==> src/rtl/mas_alu_arbiter.sv <==


module mas_alu_arbiter #(
    parameter int N       = 4,
    parameter int BLEN    = 32,
    parameter int CMD_W   = 4,
    parameter int TIMEOUT = 64
) (
    input  logic                 clk,
    input  logic                 rst_n,
    input  logic [N-1:0]         req_valid,
    input  logic [N*CMD_W-1:0]   req_cmd,
    input  logic [N*BLEN-1:0]    req_op1,
    input  logic [N*BLEN-1:0]    req_op2,
    output logic [N-1:0]         req_ready,
    output logic [N-1:0]         rsp_valid,
    output logic [BLEN-1:0]      rsp_res,
    output logic                 rsp_err,
    output logic                 busy,
    output logic                 mas_alu_req,
    output logic [CMD_W-1:0]     mas_alu_cmd,
    output logic [BLEN-1:0]      mas_alu_op1,
    output logic [BLEN-1:0]      mas_alu_op2,
    input  logic [BLEN-1:0]      mas_alu_res,
    input  logic                 mas_alu_ready
);

    // A single requester still needs a 1-bit index so the vectors stay legal.
    localparam int IDX_W = (N > 1) ? $clog2(N) : 1;
    localparam int WD_W  = $clog2(TIMEOUT);
    localparam int unsigned N_U = N;

    localparam logic [IDX_W-1:0] IDX_ZERO = {IDX_W{1'b0}};
    localparam logic [IDX_W-1:0] IDX_ONE  = IDX_W'(1);
    localparam logic [IDX_W-1:0] IDX_LAST = IDX_W'(N - 1);
    localparam logic [WD_W-1:0]  WD_ZERO  = {WD_W{1'b0}};
    localparam logic [WD_W-1:0]  WD_ONE   = WD_W'(1);
    localparam logic [WD_W-1:0]  WD_LAST  = WD_W'(TIMEOUT - 1);

    typedef enum logic [1:0] {
        ST_IDLE  = 2'd0,
        ST_ISSUE = 2'd1,
        ST_WAIT  = 2'd2,
        ST_RESP  = 2'd3
    } state_e;

    state_e             state_q,     state_d;
    logic [IDX_W-1:0]   rr_ptr_q,    rr_ptr_d;
    logic [IDX_W-1:0]   grant_q,     grant_d;
    logic [CMD_W-1:0]   cmd_q,       cmd_d;
    logic [BLEN-1:0]    op1_q,       op1_d;
    logic [BLEN-1:0]    op2_q,       op2_d;
    logic [WD_W-1:0]    wd_q,        wd_d;
    logic [N-1:0]       req_ready_q, req_ready_d;
    logic [N-1:0]       rsp_valid_q, rsp_valid_d;
    logic [BLEN-1:0]    rsp_res_q,   rsp_res_d;
    logic               rsp_err_q,   rsp_err_d;
    logic               busy_q,      busy_d;
    logic               alu_req_q,   alu_req_d;
    logic [IDX_W-1:0]   pick_s;

    // First valid index at or above ptr, searching upward with wrap-around.
    // When nothing is valid the pointer itself is returned, and the caller
    // does not use it.
    function automatic logic [IDX_W-1:0] rr_pick(
        input logic [N-1:0]     valid,
        input logic [IDX_W-1:0] ptr
    );
        logic [IDX_W-1:0] pick;
        logic             found;
        int unsigned      idx;
        pick  = ptr;
        found = 1'b0;
        for (int unsigned off = 0; off < N_U; off++) begin
            idx = (32'(ptr) + off) % N_U;
            if (!found && valid[idx[IDX_W-1:0]]) begin
                found = 1'b1;
                pick  = idx[IDX_W-1:0];
            end else begin
                found = found;
            end
        end
        return pick;
    endfunction

    // One-hot decode of a requester index.
    function automatic logic [N-1:0] idx_onehot(input logic [IDX_W-1:0] idx);
        logic [N-1:0] vec;
        for (int i = 0; i < N; i++) begin
            vec[i] = (idx == IDX_W'(i));
        end
        return vec;
    endfunction

    // Next-state, capture and watchdog logic; outputs decoded from next state.
    always_comb begin
        state_d   = state_q;
        rr_ptr_d  = rr_ptr_q;
        grant_d   = grant_q;
        cmd_d     = cmd_q;
        op1_d     = op1_q;
        op2_d     = op2_q;
        wd_d      = wd_q;
        rsp_res_d = rsp_res_q;
        rsp_err_d = rsp_err_q;
        pick_s    = rr_pick(req_valid, rr_ptr_q);

        case (state_q)
            ST_IDLE: begin
                if (req_valid != {N{1'b0}}) begin
                    // The operands are latched here. A requester that drops
                    // valid before req_ready is still served.
                    grant_d = pick_s;
                    cmd_d   = req_cmd[32'(pick_s) * CMD_W +: CMD_W];
                    op1_d   = req_op1[32'(pick_s) * BLEN +: BLEN];
                    op2_d   = req_op2[32'(pick_s) * BLEN +: BLEN];
                    state_d = ST_ISSUE;
                end else begin
                    state_d = ST_IDLE;
                end
            end
            ST_ISSUE: begin
                // The ALU needs at least one cycle, so ready is ignored here.
                wd_d    = WD_ZERO;
                state_d = ST_WAIT;
            end
            ST_WAIT: begin
                if (mas_alu_ready) begin
                    // A ready on the last watchdog cycle still wins.
                    rsp_res_d = mas_alu_res;
                    rsp_err_d = 1'b0;
                    state_d   = ST_RESP;
                end else if (wd_q == WD_LAST) begin
                    rsp_res_d = {BLEN{1'b0}};
                    rsp_err_d = 1'b1;
                    state_d   = ST_RESP;
                end else begin
                    wd_d    = (wd_q == WD_LAST) ? wd_q : (wd_q + WD_ONE);
                    state_d = ST_WAIT;
                end
            end
            ST_RESP: begin
                // The requester just served becomes the lowest priority.
                rr_ptr_d = (grant_q == IDX_LAST) ? IDX_ZERO : (grant_q + IDX_ONE);
                state_d  = ST_IDLE;
            end
            default: begin
                state_d = ST_IDLE;
            end
        endcase

        // Decoding from the next state lets every output come from a flop.
        if (state_d == ST_ISSUE) begin
            req_ready_d = idx_onehot(grant_d);
        end else begin
            req_ready_d = {N{1'b0}};
        end

        if (state_d == ST_RESP) begin
            rsp_valid_d = idx_onehot(grant_d);
        end else begin
            rsp_valid_d = {N{1'b0}};
        end

        if ((state_d == ST_ISSUE) || (state_d == ST_WAIT)) begin
            alu_req_d = 1'b1;
        end else begin
            alu_req_d = 1'b0;
        end

        busy_d = (state_d != ST_IDLE);
    end

    // State, datapath and output registers with synchronous active-low reset.
    always_ff @(posedge clk) begin
        if (!rst_n) begin
            state_q     <= ST_IDLE;
            rr_ptr_q    <= IDX_ZERO;
            grant_q     <= IDX_ZERO;
            cmd_q       <= {CMD_W{1'b0}};
            op1_q       <= {BLEN{1'b0}};
            op2_q       <= {BLEN{1'b0}};
            wd_q        <= WD_ZERO;
            req_ready_q <= {N{1'b0}};
            rsp_valid_q <= {N{1'b0}};
            rsp_res_q   <= {BLEN{1'b0}};
            rsp_err_q   <= 1'b0;
            busy_q      <= 1'b0;
            alu_req_q   <= 1'b0;
        end else begin
            state_q     <= state_d;
            rr_ptr_q    <= rr_ptr_d;
            grant_q     <= grant_d;
            cmd_q       <= cmd_d;
            op1_q       <= op1_d;
            op2_q       <= op2_d;
            wd_q        <= wd_d;
            req_ready_q <= req_ready_d;
            rsp_valid_q <= rsp_valid_d;
            rsp_res_q   <= rsp_res_d;
            rsp_err_q   <= rsp_err_d;
            busy_q      <= busy_d;
            alu_req_q   <= alu_req_d;
        end
    end

    // The latched command and operands go straight to the ALU. They are held
    // unchanged from ISSUE until the next capture.
    assign req_ready   = req_ready_q;
    assign rsp_valid   = rsp_valid_q;
    assign rsp_res     = rsp_res_q;
    assign rsp_err     = rsp_err_q;
    assign busy        = busy_q;
    assign mas_alu_req = alu_req_q;
    assign mas_alu_cmd = cmd_q;
    assign mas_alu_op1 = op1_q;
    assign mas_alu_op2 = op2_q;

endmodule

==> config.mk <==
export PLATFORM = sky130hd
export DESIGN_NAME = mas_alu_arbiter
export DESIGN_NICKNAME = d
export VERILOG_FILES = /design/src/rtl/mas_alu_arbiter.sv
export SDC_FILE = /design/constraint.sdc
export NUM_CORES = 1
export LEC_CHECK = 0
export CAP_MARGIN = 10
export CORE_AREA = 2 2 165 167
export DETAILED_ROUTE_END_ITERATION = 10
export DIE_AREA = 0 0 167 169
export PLACE_DENSITY = 0.63
export SLEW_MARGIN = 10
export SYNTH_ARGS = -nofsm -noshare
export SYNTH_HDL_FRONTEND = slang
export SYNTH_SLANG_ARGS = --single-unit
==> constraint.sdc <==
create_clock -name clk -period 4.7 [get_ports clk]
set_input_delay 0.94 -clock clk [delete_from_list [all_inputs] [get_ports clk]]
set_output_delay 0.94 -clock clk [all_outputs]
set_load 0.005 [all_outputs]
==> metrics.md <==
| Metric | Value |
|---|---|
| Status | `finished clean` |
| Slowest-stage cell, CP | `clkdlybuf4s50_1` |
| Levels on crit path | `8` |
| Worst setup EP type | `flip-flop` |
| Max stage delay on crit path | `0.58 ns` |
| Top_reg_cell synth | `dfxtp_1` |
| CP endpoint | `mas_alu_op2[18]$_SDFFE_PN0P_` |
| CP Buf/Inv Count | `3` |
| TNS Setup | `0 ns` |
| Yosys Warn Count | `0` |
| Resized cells post-CTS | `0` |
| Initial Util | `0.220` |
| Synthesized Nets | `814` |
| 1st-pass router iterations | `4` |
| Post-synth EDFFs | `0` |
| Setup WS pre-CTS | `1.01 ns` |
| Fraction of layout cells with a size suffix above 1 | `0.127` |
| Die footprint | `28200 um^2` |
| Drt first-iter violations | `335` |
| CTS tree | `built` |
| Pwr Density | `349 nW/um^2` |
| Setup violation total in the final timing report | `0` |
| Relative slew slack | `0.212` |
| RR Endpoint | `mas_alu_req$_SDFF_PN0_` |
| Cts bufs inserted | `17` |
| Nets | `1220` |
| Drt wl/cell | `20.1 um` |
| First-pass GRT wire length | `36.6 mm` |
| Critical-path maximum fanout | `23` |
| RSZ-0062 raised after global routing | `no` |
| Post-synth ARST share | `0` |
| Period Utilization, post-route | `0.687` |
| Post-Synthesis Cells | `494` |
| Post-DR vias/cell | `4.70` |
| Slew Limit Fails | `0` |
| Max IR drop VDD | `0.172 mV` |
| Final Util | `0.416` |
| Top cell by count, worst path | `buf_12` |
| Placed insts | `1222` |
| Achievable frequency | `0.310 GHz` |
| Total setup buffers inserted after CTS | `0` |
| Largest net degree at the start of global routing | `69` |
| WP data required | `5.00 ns` |
| Fin cells | `1255` |
| Reg2Reg Depth | `9` |
| Min-delay src | `rsp_res[19]$_SDFFE_PN0P_` |
| Post-route minimum period | `3.23 ns` |
| Skew-Pair Late Insertion Delay | `0.42 ns` |
| Maxcap violations | `0` |
| Core ar. | `26500 um^2` |
| Internal reg-to-reg setup slack | `2.27 ns` |
| Via count | `5901` |
| Post-DP HPWL | `19.4 mm` |
| Startpoint types | `input pin` |
| Syn Area/Cell | `11.8 um^2` |
| Worst path arrival time | `3.53 ns` |
| GRT Overall Usage | `0.171` |
| Least-Margin Pin Slew | `1.18 ns` |
| H-tree depth | `4` |
| Global route total overflow | `0` |
| Setup WS post-layout | `1.47 ns` |
| Number of routed nets with antenna violations | `0` |
| CTS Buffer Depth | `2` |
| Sequential area share after synthesis | `0.422` |
| Row count | `60` |
| # DRC | `0` |
| Cell Chain, Critical Path | `clkdlybuf4s50_1, nor2b_1, a21oi_1, o221ai_4, buf_12, buf_12, mux4_2, a22o_1` |
| Final wirelength | `25.2 mm` |
| Fin. Hold Viols | `0` |
| Sink Count | `123` |
| P&R area growth vs syn | `89.3%` |
| CTS clk-pin slew, worst paths | `0.06 ns` |
| Synth cell types | `33` |
| Die Wd | `167 um` |
| Number of global-route vias before repair | `6018` |
| #FFs+latches synth | `123` |
| Hold Crit Class | `flip-flop to flip-flop` |
| Critical path launch point | `req_valid[0]` |
| Reg2Reg Launch Point | `state_q[0]$_SDFF_PN0_` |
| Cell area after synthesis | `5830 um^2` |
| Clock root buffer master | `clkbuf_16` |
| # port buffers | `421` |
| Die Span Y | `169 um` |
| P_leak | `3.99 nW` |
| Critical Setup Path Class | `input pin to flip-flop` |
| Cell family with the largest share of critical-path delay | `buffers and inverters` |
| Placer Congestion | `0.784` |
| Initial antenna violation count | `1` |
| Quantity of hold-fixing buffers added after cts | `0` |
| Clk_skew | `0.0100 ns` |
| I/O pin total | `422` |
[where the power goes]
part           switching, mW  internal [mW]
clock network          0.562          0.824
registers             0.0875           1.20
logic                  0.432          0.750
total                   1.08           2.77
[routing by layer]
layer	GRT usage	vias up	wire length, um
met5	0	-	0
met2	0.284	292	12300
li1	-	2733	-
met3	0.0608	32	2250
met1	0.208	2844	10200
met4	0.0543	0	432
[worst min-delay path: cells and delay by family (launching register included)]
kind | cells | cell delay (ns)
flops | 1 | 0.31
simple gates | 1 | 0.06
compound gates | 1 | 0.05
[layout by cell type, fill, tap and decap left out, types with 2 or more instances in the layout]
| cell type | count |
|---|---|
| ha_1 | 9 |
| nand3_1 | 34 |
| clkbuf_16 | 17 |
| clkinv_4 | 4 |
| buf_4 | 5 |
| nand2_1 | 42 |
| o21ai_1 | 3 |
| a22o_1 | 68 |
| inv_6 | 4 |
| o21ai_0 | 5 |
| nor2b_1 | 3 |
| clkdlybuf4s50_1 | 421 |
| and3_1 | 2 |
| nor2_1 | 14 |
| and2_1 | 3 |
| nor3_1 | 12 |
| mux4_2 | 68 |
| mux2i_1 | 2 |
| buf_12 | 5 |
| clkinvlp_4 | 2 |
| bufinv_16 | 2 |
| inv_1 | 6 |
| xnor2_1 | 2 |
| clkbuf_8 | 2 |
| a21oi_1 | 40 |
| dfxtp_1 | 123 |
[final cells by class]
class	instances	area, um^2
antenna	1	2.50
clock buffer	19	453
clock inverter	13	156
fill	2500	15500
inverter	7	26.3
multi-input combinational	320	3160
sequential	123	2460
tap	341	427
timing repair buffer	431	4350
[cells in the mapped netlist (2+ instances only)]
cell,instances,area share
dfxtp_1,123,0.42
a22o_1,68,0.10
mux4_2,68,0.26
nand2_1,42,0.027
a21oi_1,40,0.034
nand3_1,34,0.029
clkbuf_1,26,0.017
nor2_1,15,0.0097
buf_2,13,0.011
nor3_1,12,0.010
ha_1,9,0.019
inv_1,6,0.0039
o21ai_0,5,0.0043
and2_1,4,0.0043
buf_6,3,0.0058
nor2b_1,3,0.0032
o21ai_1,3,0.0026
and3_1,2,0.0021
buf_1,2,0.0013
mux2i_1,2,0.0034
xnor2_1,2,0.0030
[state kept, by name, summed over array words and instances, names as in the netlist, 2 cells and up]
register,cells
mas_alu_op1,32
mas_alu_op2,32
rsp_res,32
wd_q,6
mas_alu_cmd,4
req_ready,4
rsp_valid,4
grant_q,2
rr_ptr_q,2
state_q,2
[through the flow]
step | power (mW) | hold WS, ns | area [um^2]
6_report | 3.85 | 0.468 | 11000
5_1_grt | 4.05 | 0.490 | 11000
4_1_cts | 3.92 | 0.469 | 11000
3_5_place_dp | 2.50 | 0.461 | 10400
3_3_place_gp | 2.49 | 0.452 | 10400
2_1_floorplan | 1.79 | 0.464 | 5830
[how the worst min path moves through the flow]
stage                                     to  slack [ns]  cells past startpoint
floorplan            rsp_res[0]$_SDFFE_PN0P_        0.46                      2
global placement    rsp_res[12]$_SDFFE_PN0P_        0.45                      2
detailed placement  rsp_res[27]$_SDFFE_PN0P_        0.46                      2
CTS                 rsp_res[30]$_SDFFE_PN0P_        0.47                      2
global route        rsp_res[17]$_SDFFE_PN0P_        0.49                      2
finish              rsp_res[19]$_SDFFE_PN0P_        0.47                      2
[kinds of logic after synthesis]
group	share of synthesized area
buffers and inverters	0.0395
and+or+nand+nor	0.0923
adders and majority gates	0.0193
DFF	0.422
xor gates and xnor gates	0.00301
AOI/OAI and AO/OA	0.157
muxes	0.266
Power figures use the tool's default switching activity.
